===== src/rtl/fifo_rd_packer_if.sv =====
// Signal bundle between fifo_rd_packer and its FIFO read port, flush control and output stream.
// Member names are seen from the packer: _i are driven into it, _o are driven by it.
interface fifo_rd_packer_if #(
  parameter int unsigned DATA_WTH = 8,
  parameter int unsigned PACK_NUM = 4
) ();

  logic [DATA_WTH-1:0]          fifo_rd_data_i;
  logic                         fifo_empty_i;
  logic                         fifo_rd_en_o;
  logic                         flush_i;
  logic                         flush_done_o;
  logic [DATA_WTH*PACK_NUM-1:0] out_data_o;
  logic [PACK_NUM-1:0]          out_keep_o;
  logic                         out_last_o;
  logic                         out_valid_o;
  logic                         out_ready_i;
  logic                         busy_o;

  modport master (
    input  fifo_rd_data_i, fifo_empty_i, flush_i, out_ready_i,
    output fifo_rd_en_o, flush_done_o, out_data_o, out_keep_o, out_last_o, out_valid_o, busy_o
  );

  modport slave (
    output fifo_rd_data_i, fifo_empty_i, flush_i, out_ready_i,
    input  fifo_rd_en_o, flush_done_o, out_data_o, out_keep_o, out_last_o, out_valid_o, busy_o
  );

endinterface


===== src/rtl/fifo_rd_packer.sv =====
// Drains a first-word-fall-through FIFO and packs PACK_NUM words into one wide valid/ready beat;
// a flush closes out a trailing partial beat with a lane mask.
module fifo_rd_packer #(
  parameter int unsigned DATA_WTH = 8,
  parameter int unsigned PACK_NUM = 4,
  parameter int unsigned IDX_WTH  = 2
) (
  input logic              clk_i,
  input logic              rst_i,
  fifo_rd_packer_if.master bus
);

  localparam int unsigned BeatWth = DATA_WTH * PACK_NUM;

  typedef enum logic [0:0] {StFill, StSend} state_e;

  state_e              state_q, state_d;
  logic [IDX_WTH-1:0]  idx_q, idx_d;
  logic [BeatWth-1:0]  data_q, data_d;
  logic [PACK_NUM-1:0] keep_q, keep_d;
  logic                last_q, last_d;
  logic                flush_pend_q, flush_pend_d;
  logic                flush_done_q, flush_done_d;
  logic                rd_en;

  always_comb begin
    state_d      = state_q;
    idx_d        = idx_q;
    data_d       = data_q;
    keep_d       = keep_q;
    last_d       = last_q;
    flush_pend_d = flush_pend_q | bus.flush_i;
    flush_done_d = 1'b0;
    rd_en        = 1'b0;

    unique case (state_q)
      StFill: begin
        rd_en = ~bus.fifo_empty_i;
        if (rd_en) begin
          for (int unsigned k = 0; k < PACK_NUM; k++) begin
            if (idx_q == IDX_WTH'(k)) begin
              data_d[k*DATA_WTH +: DATA_WTH] = bus.fifo_rd_data_i;
              keep_d[k]                      = 1'b1;
            end
          end
          if (idx_q == IDX_WTH'(PACK_NUM - 1)) begin
            idx_d   = '0;
            last_d  = 1'b0;
            state_d = StSend;
          end else begin
            idx_d = idx_q + IDX_WTH'(1);
          end
        end else if (flush_pend_q) begin
          // FIFO fully drained: close the partial beat, or finish at once if nothing is held.
          // A flush_i arriving now is absorbed by this completion.
          if (idx_q != '0) begin
            last_d  = 1'b1;
            state_d = StSend;
          end else begin
            flush_pend_d = 1'b0;
            flush_done_d = 1'b1;
          end
        end
      end

      StSend: begin
        if (bus.out_ready_i) begin
          data_d  = '0;
          keep_d  = '0;
          idx_d   = '0;
          last_d  = 1'b0;
          state_d = StFill;
          if (last_q) begin
            flush_pend_d = 1'b0;
            flush_done_d = 1'b1;
          end
        end
      end

      default: state_d = StFill;
    endcase
  end

  always_ff @(posedge clk_i) begin
    if (rst_i) begin
      state_q      <= StFill;
      idx_q        <= '0;
      data_q       <= '0;
      keep_q       <= '0;
      last_q       <= 1'b0;
      flush_pend_q <= 1'b0;
      flush_done_q <= 1'b0;
    end else begin
      state_q      <= state_d;
      idx_q        <= idx_d;
      data_q       <= data_d;
      keep_q       <= keep_d;
      last_q       <= last_d;
      flush_pend_q <= flush_pend_d;
      flush_done_q <= flush_done_d;
    end
  end

  assign bus.fifo_rd_en_o = rd_en;
  assign bus.out_data_o   = data_q;
  assign bus.out_keep_o   = keep_q;
  assign bus.out_last_o   = last_q;
  assign bus.out_valid_o  = (state_q == StSend);
  assign bus.flush_done_o = flush_done_q;
  assign bus.busy_o       = (state_q == StSend) | (idx_q != '0) | flush_pend_q;

endmodule


===== src/flat_wrapper.sv =====
// flat-port wrapper written by rule: the top's interface ports become plain ports
module fifo_rd_packer_flat 
#(
  parameter int unsigned DATA_WTH = 8,
  parameter int unsigned PACK_NUM = 4,
  parameter int unsigned IDX_WTH  = 2
)
  (clk_i, rst_i, bus_fifo_rd_data_i, bus_fifo_empty_i, bus_flush_i, bus_out_ready_i, bus_fifo_rd_en_o, bus_flush_done_o, bus_out_data_o, bus_out_keep_o, bus_out_last_o, bus_out_valid_o, bus_busy_o);
  fifo_rd_packer_if #(.DATA_WTH(DATA_WTH), .PACK_NUM(PACK_NUM)) bus_i ();
  input logic clk_i;
  input logic rst_i;
  input wire logic [$bits(bus_i.fifo_rd_data_i)-1:0] bus_fifo_rd_data_i;
  input wire logic [$bits(bus_i.fifo_empty_i)-1:0] bus_fifo_empty_i;
  input wire logic [$bits(bus_i.flush_i)-1:0] bus_flush_i;
  input wire logic [$bits(bus_i.out_ready_i)-1:0] bus_out_ready_i;
  output wire logic [$bits(bus_i.fifo_rd_en_o)-1:0] bus_fifo_rd_en_o;
  output wire logic [$bits(bus_i.flush_done_o)-1:0] bus_flush_done_o;
  output wire logic [$bits(bus_i.out_data_o)-1:0] bus_out_data_o;
  output wire logic [$bits(bus_i.out_keep_o)-1:0] bus_out_keep_o;
  output wire logic [$bits(bus_i.out_last_o)-1:0] bus_out_last_o;
  output wire logic [$bits(bus_i.out_valid_o)-1:0] bus_out_valid_o;
  output wire logic [$bits(bus_i.busy_o)-1:0] bus_busy_o;
  assign bus_i.fifo_rd_data_i = bus_fifo_rd_data_i;
  assign bus_i.fifo_empty_i = bus_fifo_empty_i;
  assign bus_i.flush_i = bus_flush_i;
  assign bus_i.out_ready_i = bus_out_ready_i;
  assign bus_fifo_rd_en_o = bus_i.fifo_rd_en_o;
  assign bus_flush_done_o = bus_i.flush_done_o;
  assign bus_out_data_o = bus_i.out_data_o;
  assign bus_out_keep_o = bus_i.out_keep_o;
  assign bus_out_last_o = bus_i.out_last_o;
  assign bus_out_valid_o = bus_i.out_valid_o;
  assign bus_busy_o = bus_i.busy_o;
  fifo_rd_packer #(.DATA_WTH(DATA_WTH), .PACK_NUM(PACK_NUM), .IDX_WTH(IDX_WTH)) u_core (.clk_i(clk_i), .rst_i(rst_i), .bus(bus_i));
endmodule

===== config.mk =====
export PLATFORM = sky130hd
export DESIGN_NAME = fifo_rd_packer_flat
export DESIGN_NICKNAME = d
export VERILOG_FILES = /design/src/rtl/fifo_rd_packer_if.sv /design/src/rtl/fifo_rd_packer.sv /design/src/flat_wrapper.sv
export SDC_FILE = /design/constraint.sdc
export NUM_CORES = 1
export LEC_CHECK = 0
export CAP_MARGIN = 20
export CORE_ASPECT_RATIO = 2
export CORE_UTILIZATION = 48
export DETAILED_ROUTE_END_ITERATION = 7
export PLACE_DENSITY = 0.83
export SLEW_MARGIN = 20
export SYNTH_ARGS = -nofsm -noshare
export SYNTH_HDL_FRONTEND = slang
export SYNTH_SLANG_ARGS = --single-unit

===== constraint.sdc =====
create_clock -name clk_i -period 3.99 [get_ports clk_i]
set_input_delay 0.399 -clock clk_i [delete_from_list [all_inputs] [get_ports clk_i]]
set_output_delay 0.399 -clock clk_i [all_outputs]
set_load 0.005 [all_outputs]

# [Word level (Yosys, flattened, before mapping)]
# Index checks and enable logic that the tools add are counted.
[word_totals] regBits=42 out_inout_bits=41
[op_classes] add_sub_neg=1 n_eq_ne=12 muxes=43 n_bitwise=5 reduce_logical=8
[op_table] operator="$mux W32" count=2
[op_table] operator="$pmux W32 S2" count=1
[op_table] operator="$mux W8" count=4
[op_table] operator="$mux W1" count=25
[op_table] operator="$reduce_and A3 Y1" count=4
[op_table] operator="$ne A3 B2 Y1 const B" count=3
[op_table] operator="$mux W4" count=2
[op_table] operator="$ne A2 B1 Y1 const B" count=4
[op_table] operator="$pmux W1 S2" count=4
[op_table] operator="$pmux W4 S2" count=1
[op_table] operator="$mux W2" count=3
[op_table] operator="$eq A2 B2 Y1 const B" count=2
[op_table] operator="$ne A2 B2 Y1 const B" count=2
[op_table] operator="$pmux W2 S2" count=1
[op_table] operator="$reduce_and A4 Y1" count=1
[op_table] operator="$or A1 B1 Y1" count=3
[op_table] operator="$add A2 B1 Y2 const B" count=1
[op_table] operator="$eq A2 B1 Y1 const B" count=1
[op_table] operator="$logic_not A2 Y1" count=1
[op_table] operator="$not A1 Y1" count=2
[op_table] operator="$reduce_and A2 Y1" count=1
[op_table] operator="$reduce_bool A2 Y1" count=1

# [Logic depth before layout (Yosys ltp)]
[logic_depth] depth_word=5 ltp_mapped=6 ltp_nobuf=5

# [Least setup slack after synthesis]
# No wires, ideal clock.
[synth_timing] path_kind="register to register" start="register u_core.idx_q[0]" end="register u_core.data_q[24], in the netlist u_core.bus.out_data_o[24]" setup_time_ps=117 arrival_ps=1404 path_slack_ps=2469 stages_incl_launch_ff=6 n_path_buf=1 period_less_slack_ps=1521 path_cell_list="dfxtp_1 -> ha_1 -> or3b_1 -> and3b_1 -> buf_2 -> a22o_1"
[synth_between] elab_chain_len=3
[synth_rtl] item="start, declared" line_no="fifo_rd_packer.sv:18" rtl="logic [IDX_WTH-1:0] idx_q, idx_d;"
[synth_rtl] item="start signal, assigned" line_no="fifo_rd_packer.sv:95" rtl="idx_q <= idx_d;"
[synth_rtl] item="$eq A2 B2 Y1" line_no="fifo_rd_packer.sv:41" rtl="if (idx_q == IDX_WTH'(k)) begin"
[synth_rtl] item="$ne A2 B1 Y1 (no line)"
[synth_rtl] item="$reduce_and A3 Y1 (no line)"
[synth_rtl] item="end signal, assigned" line_no="fifo_rd_packer.sv:96" rtl="data_q <= data_d;"
[synth_rtl] item="end, declared" line_no="fifo_rd_packer.sv:19" rtl="logic [BeatWth-1:0] data_q, data_d;"
# No other way between the ends.
# A chain may end at the register's enable or synchronous reset.

# [Worst setup path in the final report]
[layout_timing] start="register u_core.state_q, in the netlist u_core.bus.out_valid_o" end="register u_core.data_q[31], in the netlist u_core.bus.out_data_o[31]"
[layout_between] elab_chain_len=3 elab_cells_between_ends=6 classes_between="eq/ne: 3; mux: 1; bitwise: 1; reduce/logical: 1"
[layout_rtl] item="start, declared" line_no="fifo_rd_packer.sv:17" rtl="state_e state_q, state_d;"
[layout_rtl] item="start signal, assigned" line_no="fifo_rd_packer.sv:86" rtl="state_q <= StFill;"
[layout_rtl] item="start signal, assigned" line_no="fifo_rd_packer.sv:94" rtl="state_q <= state_d;"
[layout_rtl] item="$not A1 Y1"
[layout_rtl] item="$ne A2 B1 Y1 (no line) / $ne A2 B2 Y1 (equally long branches)"
[layout_rtl] item="$reduce_and A3 Y1 (no line)"
# Parallel ways exist; a longest one is shown, timed or not.

==> flow_summary.yaml <==
synth:
  synth_cell_type_count: 23
  syn-cell-area_sq_um: 1625
  ys_ff_latch: 42
  synthCells: 185
  synth_edf_count: 0
  postSynth.asyncResetShare: 0
  synth-seq-area-share: 0.5173
  ys.flop_type: "dfxtp_1"
  syn_nets: 203
  ys.warnings.count: 0
  syn_avg_cell_area_sq_um: 8.785
global_routing:
  grt_pass1_vias: 1457
  grt-ovfl-total: 0
  grt_pass1_wl_microns: 6548
  grt_use_total: 0.2398
  grt_max_degree: 30
  antenna_found_initial: 0
drt:
  drc: 0
  wl_per_cell_microns: 15.19
  drt_wl_total_microns: 4026
  drt-pass1-iter-count: 4
  num_vias: 1528
  ant_nets: 0
  viasPerCell: 5.766
  drt_iter0_markers: 45
sta:
  rsz0062_at_grt: "false"
  worst_pin_slew_ns: 0.9136
  drv_slew: 0
  finalCritPeriodShare: 0.5595
  min_period_ns: 2.232
  max-slew-margin-rel: 0.3895
  setup_tns_ns: 0
  hold_viol: 0
  fmax_ghz: 0.4479
  worst_clock_skew_ns: 0.003705
  finalSetupViolCount: 0
placement:
  io_buffers: 53
  placedInstanceArea_sq_um: 2148
  placedCellCount: 257
  hpwl_microns: 2917
  routabilityCongestion: 0.8006
floorplan:
  num_rows: 29
  dieArea_sq_um: 3637
  start_util: 0.5090
  dieWidth_microns: 43.15
  die-height_microns: 84.29
  io_pins: 54
  fp.coreArea_sq_um: 3193
final_layout:
  drive_gt1_frac: 0.05983
  multi_input_area_sq_um: 715.7
  finalNonFillerCells: 265
  syn2layout_area_growth_pct: 38.72
  n_antenna_cell: 0
  nNetsFinal: 251
  seq_area_sq_um: 840.8
  final_common_cell: "clkdlybuf4s50_1"
  nFillCells: 267
  stdcell_area_sq_um: 2255
  final_cell_mix: "53 x clkdlybuf4s50_1, 42 x dfxtp_1, 32 x a21oi_1"
clock_tree:
  cts_sinks: 42
  cts_setup_buffers: 0
  cts.clk_slew.worst_paths_ns: 0.08
  clkLatencyLatePin_ns: 0.29
  htreeDepth: 2
  cts_buffer_depth: 2
  cts_buffers: 5
  cts_hold_buffers: 0
  cts_resized: 0
  cts_tree: "built"
  cts_root_buf: "clkbuf_8"
power_and_ir_drop:
  netSwitchingFraction: 0.2342
  fin_total_pwr_w: 0.0009034
  peakVddDrop_v: 0.0003591
  clockPowerShare: 0.359
  total_leakage_power_nw: 0.8101
  p_per_area_nw_per_um2: 400.7
  combinationalPowerShare: 0.139
  power_frac_seq: 0.502
  p_int_w: 0.0006918
  switchingPower_w: 0.0002115
setup_path:
  crit_path_cell_trace: "nand2_1 -> and3b_1 -> a22o_1"
  path_buf_inv: 0
  crit_required_ns: 4.17
  path_class: "reg -> reg"
  slowest_delay_ns: 0.70
  crit_slowest_cell: "nand2_1"
  critPathLaunch: "u_core.bus.out_valid_o"
  path_max_fanout: 29
  cp.arrival_ns: 2.42
  r2r-start: "u_core.bus.out_valid_o"
  start_kind: "flip-flop"
  critPathTopFamily: "simple AND/OR/NAND/NOR gates"
  endpoint_kind: "flip-flop"
outcome:
  status: "finished, final reports clean"
min_path:
  holdCritStartpoint: "u_core.bus.out_data_o[15]"
  hp-class: "reg -> reg"
flow_run:
  maxCapViolations: 0
## through the flow
stage	utilization	hold WS, ns	worst slack (ns)
4_1_cts	0.7061	0.4686	1.754
6_report	0.7061	0.4700	1.758
3_3_place_gp	0.6728	0.4537	1.651
5_1_grt	0.7061	0.4811	1.535
3_5_place_dp	0.6728	0.4584	1.623
2_1_floorplan	-	0.4527	2.469
## worst paths after layout
check,endpoint,slack (ns),cells past startpoint
worst min-delay path,u_core.bus.out_data_o[15],0.47,2
worst min register to register,u_core.bus.out_data_o[15],0.47,2
worst max register to register,u_core.bus.out_data_o[31],1.76,3
worst max-delay path,u_core.bus.out_data_o[31],1.76,3
## registers in the layout (all words and copies together), names as in the netlist
register and count:
u_core.bus.out_data_o 32, u_core.bus.out_keep_o 4, u_core.idx_q 2, u_core.bus.flush_done_o 1, u_core.bus.out_last_o 1, u_core.bus.out_valid_o 1
u_core.flush_pend_q 1
## Yosys cell counts, drive strengths merged (4+ instances only)
| cell | count | area share |
|---|---|---|
| inv | 4 | 0.0092 |
| a22o | 8 | 0.043 |
| dfxtp | 42 | 0.52 |
| ha | 5 | 0.038 |
| nand3 | 26 | 0.080 |
| or3b | 4 | 0.022 |
| a21oi | 32 | 0.099 |
| clkbuf | 7 | 0.016 |
| nor2 | 7 | 0.018 |
| nand2 | 27 | 0.062 |
| nor3 | 4 | 0.012 |
| buf | 6 | 0.017 |
## layout make-up
class | instances | area share
clock buffer | 7 | 0.03385
tap | 31 | 0.01720
sequential | 42 | 0.3729
inverter | 4 | 0.006659
timing repair buffer | 54 | 0.2386
clock inverter | 1 | 0.01332
multi-input combinational | 126 | 0.3174
## logic make-up (layout without fill, tap and decap cells)
group / after synthesis / after routing / synth area share
compound gates: 43 / 43 / 0.1532
simple gates: 77 / 77 / 0.2425
buf+inv: 17 / 66 / 0.04234
fa+ha+maj: 5 / 5 / 0.03849
flops: 42 / 42 / 0.5173
mux: 1 / 1 / 0.006159
## per-layer routing
layer  share of wire  track usage  vias up
li1                -            -      733
met1            0.35       0.2452      720
met4           0.039       0.1377        0
met2            0.56       0.4206       60
met3           0.046      0.05806       15
met5               0            0        -
## worst min-delay path, stage by stage, from the launching register on
cell     delay, ns
dfxtp_1       0.31
nand3_1       0.06
a21oi_1       0.06
## power groups by stage
stage	combinational [W]	clock [W]	sequential [W]
after floorplan	0.0000611	0	0.000460
after global placement	0.000124	0	0.000462
after detailed placement	0.000126	0	0.000463
after CTS	0.000127	0.000326	0.000453
after global routing	0.000139	0.000347	0.000455
final	0.000126	0.000324	0.000453
Power figures use the tool's default switching activity.
